==> src/rtl/imem_scan_pkg.sv <==
// Shared types and field widths for the IMEM scan loader.
package imem_scan_pkg;

  // Header field widths and data word width, all shifted LSB first.
  localparam int unsigned OP_W   = 1;
  localparam int unsigned LEN_W  = 31;
  localparam int unsigned ADDR_W = 32;
  localparam int unsigned WORD_W = 32;

  typedef enum logic [3:0] {
    StIdle,
    StOp,
    StLen,
    StAddr,
    StWdata,
    StRreq,
    StRwait,
    StRshift,
    StDone
  } scan_state_e;

endpackage

==> src/rtl/scan_shift32.sv <==
// 32-bit right shift register with serial in/out, parallel load and a 5-bit bit counter.
// Serial data enters at the MSB, so after 32 shifts the first bit sits in bit 0.
module scan_shift32
  import imem_scan_pkg::*;
(
  input  logic              clk_i,
  input  logic              rst_ni,
  input  logic              clr_i,
  input  logic              load_i,
  input  logic [WORD_W-1:0] load_data_i,
  input  logic              shift_en_i,
  input  logic              sin_i,
  output logic [WORD_W-1:0] shift_word_o,
  output logic              sout_o,
  output logic [4:0]        cnt_o,
  output logic              wrap_o
);

  logic [WORD_W-1:0] data_q, data_d;
  logic [4:0]        cnt_q, cnt_d;

  // Word as it will look once the current bit has been shifted in.
  assign shift_word_o = {sin_i, data_q[WORD_W-1:1]};
  assign sout_o       = data_q[0];
  assign cnt_o        = cnt_q;
  // Pulses on the 32nd shift of a word.
  assign wrap_o       = shift_en_i && !clr_i && !load_i && (cnt_q == 5'd31);

  // Next-state: clear beats load beats shift; load restarts the bit count.
  always_comb begin
    data_d = data_q;
    cnt_d  = cnt_q;
    if (clr_i) begin
      data_d = '0;
      cnt_d  = '0;
    end else if (load_i) begin
      data_d = load_data_i;
      cnt_d  = '0;
    end else if (shift_en_i) begin
      data_d = shift_word_o;
      cnt_d  = cnt_q + 5'd1;
    end
  end

  // State register with synchronous active-low reset.
  always_ff @(posedge clk_i) begin
    if (!rst_ni) begin
      data_q <= '0;
      cnt_q  <= '0;
    end else begin
      data_q <= data_d;
      cnt_q  <= cnt_d;
    end
  end

endmodule

==> src/rtl/imem_scan_loader.sv <==
// Serial scan loader/readback for the instruction memory.
// Frame: op bit, 31-bit word count, 32-bit start address, then 32-bit data words, all LSB
// first. The cycle on which scan_en first rises only moves IDLE to OP; the op bit is taken
// on the following cycle.
module imem_scan_loader
  import imem_scan_pkg::*;
#(
  parameter int unsigned IMEM_WORDS  = 4096,
  parameter int unsigned GNT_TIMEOUT = 31
) (
  input  logic        clk_i,
  input  logic        rst_ni,
  input  logic        scan_en_i,
  input  logic        scan_in_i,
  output logic        scan_out_o,
  output logic        core_hold_o,
  output logic        mem_req_o,
  output logic        mem_we_o,
  output logic [31:0] mem_addr_o,
  output logic [31:0] mem_wdata_o,
  input  logic        mem_gnt_i,
  input  logic        mem_rvalid_i,
  input  logic [31:0] mem_rdata_i,
  output logic        err_overrun_o,
  output logic        err_range_o
);

  localparam logic [63:0] ImemBytes = 64'(IMEM_WORDS) * 64'd4;
  localparam int unsigned TmoW      = (GNT_TIMEOUT < 2) ? 1 : $clog2(GNT_TIMEOUT);
  localparam logic [TmoW-1:0] TmoLast = TmoW'(GNT_TIMEOUT - 1);

  scan_state_e       state_q, state_d;
  logic [OP_W-1:0]   op_q, op_d;
  logic [LEN_W-1:0]  count_q, count_d;
  logic [ADDR_W-1:0] addr_q, addr_d;
  logic              mem_req_q, mem_req_d;
  logic              mem_we_q, mem_we_d;
  logic [ADDR_W-1:0] mem_addr_q, mem_addr_d;
  logic [WORD_W-1:0] mem_wdata_q, mem_wdata_d;
  logic [TmoW-1:0]   gnt_cnt_q, gnt_cnt_d;
  logic              err_ovr_q, err_ovr_d;
  logic              err_rng_q, err_rng_d;
  logic              req_timeout;

  logic              sh_clr, sh_load, sh_shift, sh_sout, sh_wrap;
  logic [WORD_W-1:0] sh_load_data, sh_word;
  logic [4:0]        sh_cnt;

  function automatic logic addr_in_range(input logic [ADDR_W-1:0] a);
    return {32'd0, a} < ImemBytes;
  endfunction

  scan_shift32 u_shift (
    .clk_i        (clk_i),
    .rst_ni       (rst_ni),
    .clr_i        (sh_clr),
    .load_i       (sh_load),
    .load_data_i  (sh_load_data),
    .shift_en_i   (sh_shift),
    .sin_i        (scan_in_i),
    .shift_word_o (sh_word),
    .sout_o       (sh_sout),
    .cnt_o        (sh_cnt),
    .wrap_o       (sh_wrap)
  );

  // Next-state: request handshake/timeout first, then the frame FSM may issue a new access.
  always_comb begin
    state_d      = state_q;
    op_d         = op_q;
    count_d      = count_q;
    addr_d       = addr_q;
    mem_req_d    = mem_req_q;
    mem_we_d     = mem_we_q;
    mem_addr_d   = mem_addr_q;
    mem_wdata_d  = mem_wdata_q;
    gnt_cnt_d    = gnt_cnt_q;
    err_ovr_d    = err_ovr_q;
    err_rng_d    = err_rng_q;
    req_timeout  = 1'b0;
    sh_clr       = 1'b0;
    sh_load      = 1'b0;
    sh_shift     = 1'b0;
    sh_load_data = '0;

    // A new session starts with clean error flags.
    if (state_q == StIdle && scan_en_i) begin
      err_ovr_d = 1'b0;
      err_rng_d = 1'b0;
    end

    // Outstanding requests finish independently of the frame FSM, even across an abort.
    if (mem_req_q) begin
      if (mem_gnt_i) begin
        mem_req_d = 1'b0;
        gnt_cnt_d = '0;
      end else if (gnt_cnt_q == TmoLast) begin
        mem_req_d   = 1'b0;
        gnt_cnt_d   = '0;
        err_ovr_d   = 1'b1;
        req_timeout = 1'b1;
      end else begin
        gnt_cnt_d = gnt_cnt_q + TmoW'(1);
      end
    end

    if (!scan_en_i) begin
      state_d = StIdle;
      sh_clr  = 1'b1;
    end else begin
      unique case (state_q)
        StIdle: begin
          state_d = StOp;
          sh_clr  = 1'b1;
        end
        StOp: begin
          op_d    = scan_in_i;
          state_d = StLen;
        end
        StLen: begin
          sh_shift = 1'b1;
          // 31st bit: the count occupies the upper 31 bits of the assembled word.
          if (sh_cnt == 5'd30) begin
            count_d = sh_word[WORD_W-1:1];
            sh_clr  = 1'b1;
            state_d = StAddr;
          end
        end
        StAddr: begin
          sh_shift = 1'b1;
          if (sh_wrap) begin
            addr_d = {sh_word[ADDR_W-1:2], 2'b00};
            if (count_q == '0) begin
              state_d = StDone;
            end else if (op_q[0]) begin
              state_d = StWdata;
            end else begin
              state_d = StRreq;
            end
          end
        end
        StWdata: begin
          sh_shift = 1'b1;
          if (sh_wrap) begin
            if (addr_in_range(addr_q)) begin
              // A previous write still waiting here loses its slot.
              if (mem_req_d) begin
                err_ovr_d = 1'b1;
              end
              mem_req_d   = 1'b1;
              mem_we_d    = 1'b1;
              mem_addr_d  = addr_q;
              mem_wdata_d = sh_word;
              gnt_cnt_d   = '0;
            end else begin
              err_rng_d = 1'b1;
            end
            addr_d  = addr_q + 32'd4;
            count_d = count_q - LEN_W'(1);
            if (count_q == LEN_W'(1)) begin
              state_d = StDone;
            end
          end
        end
        StRreq: begin
          if (mem_req_q && !mem_we_q) begin
            if (mem_gnt_i) begin
              state_d = StRwait;
            end else if (req_timeout) begin
              // Keep the stream aligned: shift out zeros for the lost word.
              sh_load = 1'b1;
              state_d = StRshift;
            end
          end else if (!mem_req_q) begin
            if (addr_in_range(addr_q)) begin
              mem_req_d  = 1'b1;
              mem_we_d   = 1'b0;
              mem_addr_d = addr_q;
              gnt_cnt_d  = '0;
            end else begin
              err_rng_d = 1'b1;
              sh_load   = 1'b1;
              state_d   = StRshift;
            end
          end
        end
        StRwait: begin
          if (mem_rvalid_i) begin
            sh_load      = 1'b1;
            sh_load_data = mem_rdata_i;
            state_d      = StRshift;
          end
        end
        StRshift: begin
          sh_shift = 1'b1;
          if (sh_wrap) begin
            addr_d  = addr_q + 32'd4;
            count_d = count_q - LEN_W'(1);
            state_d = (count_q == LEN_W'(1)) ? StDone : StRreq;
          end
        end
        StDone: begin
          state_d = StDone;
        end
        default: begin
          state_d = StIdle;
        end
      endcase
    end
  end

  // State registers with synchronous active-low reset; reset drops any in-flight request.
  always_ff @(posedge clk_i) begin
    if (!rst_ni) begin
      state_q     <= StIdle;
      op_q        <= '0;
      count_q     <= '0;
      addr_q      <= '0;
      mem_req_q   <= 1'b0;
      mem_we_q    <= 1'b0;
      mem_addr_q  <= '0;
      mem_wdata_q <= '0;
      gnt_cnt_q   <= '0;
      err_ovr_q   <= 1'b0;
      err_rng_q   <= 1'b0;
    end else begin
      state_q     <= state_d;
      op_q        <= op_d;
      count_q     <= count_d;
      addr_q      <= addr_d;
      mem_req_q   <= mem_req_d;
      mem_we_q    <= mem_we_d;
      mem_addr_q  <= mem_addr_d;
      mem_wdata_q <= mem_wdata_d;
      gnt_cnt_q   <= gnt_cnt_d;
      err_ovr_q   <= err_ovr_d;
      err_rng_q   <= err_rng_d;
    end
  end

  // Outputs are decoded from registers only.
  always_comb begin
    scan_out_o    = (state_q == StRshift) ? sh_sout : 1'b0;
    core_hold_o   = (state_q != StIdle) || mem_req_q;
    mem_req_o     = mem_req_q;
    mem_we_o      = mem_we_q;
    mem_addr_o    = mem_addr_q;
    mem_wdata_o   = mem_wdata_q;
    err_overrun_o = err_ovr_q;
    err_range_o   = err_rng_q;
  end

endmodule

==> config.mk <==
export PLATFORM = sky130hd
export DESIGN_NAME = imem_scan_loader
export DESIGN_NICKNAME = d
export VERILOG_FILES = /design/src/rtl/imem_scan_pkg.sv /design/src/rtl/scan_shift32.sv /design/src/rtl/imem_scan_loader.sv
export SDC_FILE = /design/constraint.sdc
export NUM_CORES = 1
export LEC_CHECK = 0
export ABC_AREA = 1
export BUFFER_PORTS_ARGS = -buffer_cell sky130_fd_sc_hd__buf_4
export CAP_MARGIN = 20
export CORE_UTILIZATION = 56
export DETAILED_ROUTE_END_ITERATION = 12
export PLACE_DENSITY = 0.77
export SLEW_MARGIN = 20
export SYNTH_ARGS = -nofsm -noshare
export SYNTH_HDL_FRONTEND = slang
export SYNTH_SLANG_ARGS = --single-unit
==> constraint.sdc <==
create_clock -name clk_i -period 6.45 [get_ports clk_i]
set_clock_uncertainty 0.15 [all_clocks]
set_input_delay 0.9675 -clock clk_i [delete_from_list [all_inputs] [get_ports clk_i]]
set_output_delay 0.9675 -clock clk_i [all_outputs]
set_load 0.005 [all_outputs]
Yosys cells after proc, flatten, opt, wreduce, memory -nomap -nowiden

Index checks and enable logic that the tools add are counted.

Mux-type cells: 88
Bitwise logic cells: 1
Magnitude comparators: 1
Equality and inequality tests: 26
Shift operators: 0
$mul: 0
Div/mod/pow operators: 0
Reductions and logical operators: 28
$add $sub $neg: 4

Operator list:

| kind                                                  | number |
|---|---|
| two-way mux 32 bit                                    | 11 |
| one-hot mux 32 bit (2 select lines)                   | 2 |
| two-way mux 31 bit                                    | 2 |
| one-hot mux 31 bit (2 select lines)                   | 1 |
| two-way mux 4 bit                                     | 13 |
| two-way mux 1 bit                                     | 44 |
| two-way mux 5 bit                                     | 8 |
| one-hot mux 4 bit (9 select lines)                    | 1 |
| adder 32 x 3 -> 32 bit (second input constant)        | 1 |
| < comparator 32 x 15 -> 1 bit (second input constant) | 1 |
| equality test 31 x 1 -> 1 bit (second input constant) | 1 |
| zero test 31 bit                                      | 1 |
| subtractor 31 x 1 -> 31 bit (second input constant)   | 1 |
| inequality test 2 bit (second input constant)         | 10 |
| equality test 4 x 3 -> 1 bit (second input constant)  | 4 |
| equality test 5 bit (second input constant)           | 3 |
| AND reduction 4 bit                                   | 3 |
| adder 5 x 1 -> 5 bit (second input constant)          | 2 |
| one-hot mux 1 bit (2 select lines)                    | 5 |
| one-hot mux 5 bit (2 select lines)                    | 1 |
| AND reduction 9 bit                                   | 1 |
| equality test 4 x 2 -> 1 bit (second input constant)  | 2 |
| nonzero test 2 bit                                    | 4 |
| AND reduction 7 bit                                   | 1 |
| 16 further kinds                                      | 25 |

Input bits: 38
Memory bits (writable): 0
Register bits after elaboration: 178
Memory bits (read-only): 0
Output and inout port bits: 70
Word-level logic and storage cells: 161
Latch bits: 0
Memories kept: 0

Longest topological paths before layout

Gate-level depths: netlist of run 1.

Depth after elaboration: 15
Depth in mapped cells: 14
Mapped depth without buffers: 13

Hierarchy

From an unflattened synthesis of run 1, not the netlist that was laid out.

Cell total of the unflattened synthesis: 1552
Area, all modules: 9651.8 um2

By module, submodules not included:

| module           | sequential area each (um2) | instances | cells an instance | area each (um2) |
|---|---|---|---|---|
| imem_scan_loader | 2742.6                     | 1         | 1248              | 7791.2 |
| scan_shift32     | 740.7                      | 1         | 304               | 1860.5 |

Least setup slack after synthesis of run 1

No wires, ideal clock.

Kind: in2reg
Start: input scan_en_i
End: register u_shift.data_q[25]
Data arrival time: 2.146 ns
Library setup time: 0.070 ns
Stages: 8
Path slack: 4.084 ns
Data required time: 6.230 ns
Path through: buf_2 -> inv_1 -> nor3_2 -> a21oi_2 -> nand3_1 -> buf_2 -> o21ai_0 -> a21oi_1

Word-level cells in the longest chain between the ends: 2
Elaborated cells between the ends (all ways): 7
Those cells by class: 5 x mux; 2 x reduce/logical

Ends and longest elaborated chain:

| what                                                    | line                    | source |
|---|---|---|
| start, declared                                         | imem_scan_loader.sv:13  | `input logic scan_en_i,` |
| two-way mux 32 bit or two-way mux 1 bit (tied branches) | imem_scan_loader.sv:107 | `if (!scan_en_i) begin` |
| two-way mux 32 bit (tied with other cells)              | scan_shift32.sv:36      | `end else if (load_i) begin` |
| end signal, assigned                                    | scan_shift32.sv:51      | `data_q <= data_d;` |
| end, declared                                           | scan_shift32.sv:19      | `logic [WORD_W-1:0] data_q, data_d;` |

Parallel ways exist; a longest one is shown, timed or not.
A chain may end at the register's enable or synchronous reset.

Worst setup path in the final report of run 1

Start: register state_q[1]
End: register u_shift.data_q[29]

Word-level cells in the longest chain between the ends: 5
Elaborated cells between the ends (all ways): 19
Those cells by class: 6 x eq/ne; 9 x mux; 4 x reduce/logical

Ends and longest elaborated chain:

| what                                                                         | line                    | source |
|---|---|---|
| start, declared                                                              | imem_scan_loader.sv:32  | `scan_state_e state_q, state_d;` |
| start signal, assigned                                                       | imem_scan_loader.sv:215 | `state_q <= StIdle;` |
| start signal, assigned                                                       | imem_scan_loader.sv:227 | `state_q <= state_d;` |
| equality test 4 x 3 -> 1 bit or equality test 4 x 2 -> 1 bit (tied branches) | imem_scan_loader.sv:111 | `unique case (state_q)` |
| OR reduction 4 bit (no source line)                                          | n/a                     |  |
| two-way mux 1 bit                                                            | imem_scan_loader.sv:111 |  |
| two-way mux 1 bit                                                            | imem_scan_loader.sv:107 |  |
| nonzero test 2 bit (no source line)                                          | n/a                     |  |

Parallel ways exist; a longest one is shown, timed or not.

==> summary.txt, run 1 <==
Status
  – Outcome: finished, final reports clean

Timing
  – Final min period: 3830 ps
  – Fmax: 261 MHz
  – Period utilization: 0.593
  – Total negative slack: 0 ps
  – Slew Limit Fails: 0
  – Relative slew slack: 0.255
  – Setup violations, final: 0
  – RSZ-0062 raised after global routing: false
  – Final hold vios: 0
  – Worst slew pin tran: 1110 ps

Routing
  – Vias per inst: 5.49
  – Final ANT Viol Nets: 0
  – Iter 0 DRT Violations: 828
  – Drt pass-1 iters: 7
  – Drt total wl: 26000 um
  – DRC: 0
  – WL per Instance: 15.0 um
  – DR vias: 9512

Pwr
  – PD cells: 300 nW/um^2
  – Lkg Pwr: 4.80 nW
  – Peak supply drop: 0.197 mV
  – Total power: 3.19 mW

Clock network
  – Clk root buf: clkbuf_16
  – Num Clock Sinks: 174
  – Setup bufs post-CTS: 0
  – Hold Buf Count CTS: 0
  – CTS buffer count: 17
  – TritonCTS clock tree: done
  – Clock buffer depth: 2
  – Worst-path clk slew: 70 ps
  – CTS HTree Levels: 4
  – Worst-Skew Late Latency: 430 ps
  – Cts repair resizes: 0

Critical path
  – Req. time, crit path: 6600 ps
  – Worst setup path startpoint: state_q[1]
  – Buf/Inv on CP: 1
  – Largest stage delay, worst path: 980 ps
  – CP endpoint kind: register
  – Worst r2r src: state_q[1]
  – Slowest CP cell: nand3_1
  – Critical Path AT: 3980 ps
  – Delay-heaviest family, CP: simple AND/OR/NAND/NOR gates
  – Critical Path Start Type: register
  – Crit path cell chain: inv_2 -> nand2_1 -> nor2_2 -> nor2_4 -> nand2_4 -> nand2_2 -> nand3_1 -> o21ai_0 -> a21oi_1
  – Critical path class: register to register
  – Worst-path fanout max: 41

Min path
  – Worst Hold Class: register to register
  – Hold path startpoint: mem_addr_o[18]

Place
  – Placed cells: 1700
  – DP Wirelength: 18200 um
  – Port bufs: 105
  – Final Wtd Congestion: 0.973

Synthesis
  – Cells after synthesis: 1441
  – Seq/Total Area, Yosys: 0.376
  – Mean Syn Cell Area: 6.43 um^2
  – Async SR Flop Fraction: 0
  – Post-synth EDFFs: 0
  – Number of synthesized register bits: 174
  – Yosys warnings: 0
  – Post-synth top flop: dfxtp_1
  – Synth Cell Area: 9270 um^2
  – Cell variety after synth: 40

Die
  – Die height: 131 um
  – Die area: 17100 um^2
  – FP Rows: 46
  – Core box area: 16000 um^2
  – Initial Util: 0.580
  – Die Wd: 131 um
  – Io pins: 108

Finish
  – Most frequent cells in the layout: nand2_1 (385), nor2_1 (232), dfxtp_1 (174), a21oi_1 (127), inv_1 (118)
  – Area Growth Syn to Fin: 14.8%
  – Commonest non-fill, non-tap cell in the layout: nand2_1
  – Diode count: 0
  – Final Non-Filler Cells: 1733
  – Nets: 1550
  – Layout cells sized above 1: 0.112
  – FILL cells: 1524

GRT
  – Via count of the first global-routing pass: 8506
  – Congestion Overflow GR: 0
  – Largest net degree at the start of global routing: 88
  – First-pass GRT wire length: 41900 um
  – GRT Total Usage: 0.313
  – Initial antenna violation count: 0

Run
  – Maxcap violations: 0
==> per-layer routing <==
metal,vias to the layer above,GRT usage,wire length (um),part of all wire
met1,4319,0.426,11600,0.45
met4,0,0.120,628,0.024
met3,47,0.0505,1990,0.076
met2,380,0.499,11800,0.45
li1,4766,-,-,-
met5,-,0,0,0
==> cell type report <==
cell class | instances | area, um^2 | share of cell area
clock buffer | 19 | 453 | 0.0425
sequential | 174 | 3480 | 0.327
clock inverter | 13 | 105 | 0.00987
timing repair buffer | 113 | 856 | 0.0804
multi-input combinational | 1071 | 5000 | 0.470
inverter | 127 | 477 | 0.0448
tap | 216 | 270 | 0.0254
==> cells in the mapped netlist, types with 2 or more instances <==
master    number  area [um^2]
nor2_2         2         12.5
nor2_1       233          875
a211oi_1       2         15.0
o211ai_1      34          255
o21a_1         4         30.0
nand4_1       10         62.6
inv_2          8         30.0
nor2_4         2         22.5
nand3b_1      11         82.6
clkbuf_1      37          139
buf_4          7         52.6
o21ai_0       84          420
xnor2_1        7         61.3
o21bai_1       2         15.0
or2_2          3         18.8
o21ai_1        9         45.0
a21oi_1      127          636
nor3_1        21          105
a22oi_1        2         15.0
nand2_2        2         12.5
inv_1        118          443
nand3_1       82          410
ha_1           8          100
a31oi_1        3         18.8
buf_2         24          120
xor2_1        27          236
nand2_1      386         1450
dfxtp_1      174         3480
==> cells by family (layout without fill, tap and decap cells) <==
family	count (synthesis)	after routing	share of synthesized area
buf+inv	197	272	0.0866
fa+ha+maj	8	8	0.0108
simple gates	757	757	0.335
flops	174	174	0.376
other cells	1	2	0.000404
compound gates	270	270	0.159
xor+xnor	34	34	0.0321
==> state kept, by name, indices dropped and copies added (netlist names) <==
name            flops
mem_wdata_o        32
u_shift.cnt_o       5
mem_addr_o         30
addr_q             30
mem_req_o           1
op_q                1
gnt_cnt_q           5
count_q            31
mem_we_o            1
err_range_o         1
state_q             4
u_shift.data_q     32
err_overrun_o       1
==> worst paths after layout <==
| path | endpoint | slack, ps | depth (start not counted) |
|---|---|---|---|
| worst min-delay path | mem_addr_o[18] | 300 | 2 |
| worst max register to register | u_shift.data_q[29] | 2620 | 9 |
| worst min register to register | mem_addr_o[18] | 300 | 2 |
| worst max-delay path | u_shift.data_q[29] | 2620 | 9 |
==> where the power goes <==
group          switching (mW)  total, mW  internal (mW)  leakage, nW
registers              0.0454       1.16           1.12         1.40
logic                   0.694       1.05          0.356         3.13
clock network           0.456      0.977          0.520        0.268
total                    1.20       3.19           2.00         4.80
==> worst min-delay path, cell delays in order, from the launching register on <==
cell and delay, ps:
dfxtp_1 310, nand3_1 70, inv_1 40
==> metrics by stage <==
stage                     area (um^2)  setup WS (ps)  hold WS [ps]  utilization
final                           10600           2620           304        0.665
after floorplan                  9280           4080           299            -
after detailed placement        10100           2400           297        0.629
after global placement          10100           2490           293        0.629
after global routing            10600           2270           326        0.665
after CTS                       10600           2680           308        0.664
(Power assumes the default switching activity.)
==> run 2, diff against run 1 <==
==> constraint.sdc (replaced) <==
create_clock -name clk_i -period 4 [get_ports clk_i]
set_clock_uncertainty 0.15 [all_clocks]
set_input_delay 0.6 -clock clk_i [delete_from_list [all_inputs] [get_ports clk_i]]
set_output_delay 0.6 -clock clk_i [all_outputs]
set_load 0.005 [all_outputs]
==> summary.txt, run 2 (synthesized netlist as in run 1, its figures left out) <==
GRT
  – First-pass GRT wire length: 42200 um
  – GRT Total Usage: 0.317
  – Routing usage on met1: 0.438
  – Congestion Overflow GR: 0
  – GR Util met2: 0.504
  – Initial antenna violation count: 0
  – Met3 Track Usage GR: 0.0509
  – Largest net degree at the start of global routing: 86
  – Via count of the first global-routing pass: 8350
  – GRT Max-Usage Layer: met2

Pwr
  – Reg power frac: 0.356
  – Peak supply drop: 0.354 mV
  – Clock network power share: 0.323
  – Combinational Power Share: 0.321
  – Lkg Pwr: 4.85 nW
  – Sw Share: 0.365
  – NetSw: 1.93 mW
  – Cell Int Power: 3.35 mW
  – PD cells: 492 nW/um^2

Place
  – Pre-CTS setup slack: 861 ps
  – Port bufs: 105
  – DP Wirelength: 18500 um
  – Final Wtd Congestion: 0.921

Critical path
  – CP endpoint kind: register
  – Worst-path fanout max: 32
  – Worst setup path startpoint: state_q[1]
  – Worst R2R Setup Slack: 760 ps
  – Critical path class: register to register
  – Reg2reg end: count_q[19]
  – Worst-case reg-to-reg path depth: 13
  – Worst r2r src: state_q[1]
  – Req. time, crit path: 4220 ps
  – Critical Path AT: 3450 ps
  – Critical Path Start Type: register

Finish
  – FILL cells: 1515
  – Commonest non-fill, non-tap cell in the layout: nand2_1
  – Diode count: 0
  – Most frequent cells in the layout: nand2_1 (386), nor2_1 (232), dfxtp_1 (174), a21oi_1 (127), buf_4 (120)
  – Nets: 1557
  – Util after Layout: 0.671
  – Area Growth Syn to Fin: 15.7%
  – Layout cells sized above 1: 0.115

Routing
  – Drt total wl: 26200 um
  – Iter 0 DRT Violations: 805
  – WL per Instance: 15.1 um
  – Drt pass-1 iters: 5
  – Vias per inst: 5.49
  – DRC: 0
  – Final ANT Viol Nets: 0
  – DR vias: 9558

Clock network
  – CTS buffer count: 17
  – CTS HTree Levels: 4
  – Setup bufs post-CTS: 0
  – TritonCTS clock tree: done
  – Clk root buf: clkbuf_16
  – Worst-path clk slew: 70 ps
  – Worst-Skew Late Latency: 440 ps
  – Num Clock Sinks: 174
  – Clock buffer depth: 2
  – Cts repair resizes: 0
  – Hold Buf Count CTS: 0

Min path
  – Hold path startpoint: mem_rdata_i[20]
  – Hold Path Stages: 3
  – Worst Hold Class: input pin to register
  – Hold endpoint: u_shift.data_q[20]

Timing
  – Final min period: 3240 ps
  – Slew Limit Fails: 0
  – Setup ws final: 764 ps
  – Period utilization: 0.809
  – RSZ-0062 raised after global routing: false
  – Setup violations, final: 0
  – Hold slack: 269 ps
  – Final hold vios: 0
  – Worst slew pin tran: 1020 ps
  – Relative slew slack: 0.321
  – Total negative slack: 0 ps
  – Fmax: 309 MHz

Status
  – Outcome: finished, final reports clean

Die
  – Die area: 17100 um^2
  – Die Wd: 131 um
  – Core box area: 16000 um^2
  – Io pins: 108
  – FP Rows: 46
  – Initial Util: 0.580
  – Die height: 131 um

Run
  – Maxcap violations: 0
==> run 2: cell count changes in the layout (fill, tap and decap cells not counted), sizes merged <==
| cell | previous run | this run |
|---|---|---|
| buf | 113 | 120 |
| clkinvlp | 3 | 2 |
| bufinv | 0 | 2 |
| inv | 130 | 132 |
| clkinv | 7 | 4 |
==> run 2: worst max path at each step <==
stage / to / slack [ps] / cells after the start
floorplan: addr_q[21] / 1980 / 14
global route: count_q[19] / 480 / 13
CTS: count_q[23] / 830 / 13
detailed placement: count_q[23] / 860 / 13
finish: count_q[19] / 760 / 13
global placement: count_q[26] / 1010 / 12
==> run 2: through the flow <==
| stage | cell area, um^2 | power (mW) | std cells |
|---|---|---|---|
| detailed placement | 10100 | 3.58 | 1708 |
| global placement | 10100 | 3.57 | 1708 |
| global route | 10700 | 5.59 | 1740 |
| finish | 10700 | 5.28 | 1740 |
| floorplan | 9280 | 3.17 | 1442 |
| CTS | 10700 | 5.28 | 1740 |
==> run 2: worst max-delay path, stage by stage, from the launching register on <==
cell	delay, ps
dfxtp_1	370
inv_2	100
nand2_1	110
nor2_2	270
nor2_4	50
buf_4	240
nand2_4	110
nand4_4	130
o21ai_2	210
buf_4	330
nand2_1	670
nand2_1	240
nand2_1	70
nor2_1	110
==> run 2: power by group through the flow <==
stage                     clock network (mW)  registers [mW]  logic (mW)
after floorplan                            0            1.90        1.28
after global placement                     0            1.91        1.66
after detailed placement                   0            1.91        1.67
after CTS                               1.72            1.88        1.68
after global routing                    1.79            1.89        1.90
final                                   1.71            1.88        1.70
==> run 2: cell type report <==
cell class / count / area, um^2 / area share
repair buffers: 120 / 901 / 0.0839
clock inverters: 13 / 150 / 0.0140
flip-flops and latches: 174 / 3480 / 0.325
inverters: 127 / 477 / 0.0444
multi-input cells: 1071 / 5000 / 0.466
clock buffers: 19 / 453 / 0.0422
well taps: 216 / 270 / 0.0252
==> run 2: per-layer routing <==
metal / share of wire / vias up
met5: 0 / -
met1: 0.45 / 4363
li1: - / 4774
met4: 0.019 / 0
met2: 0.46 / 379
met3: 0.074 / 42
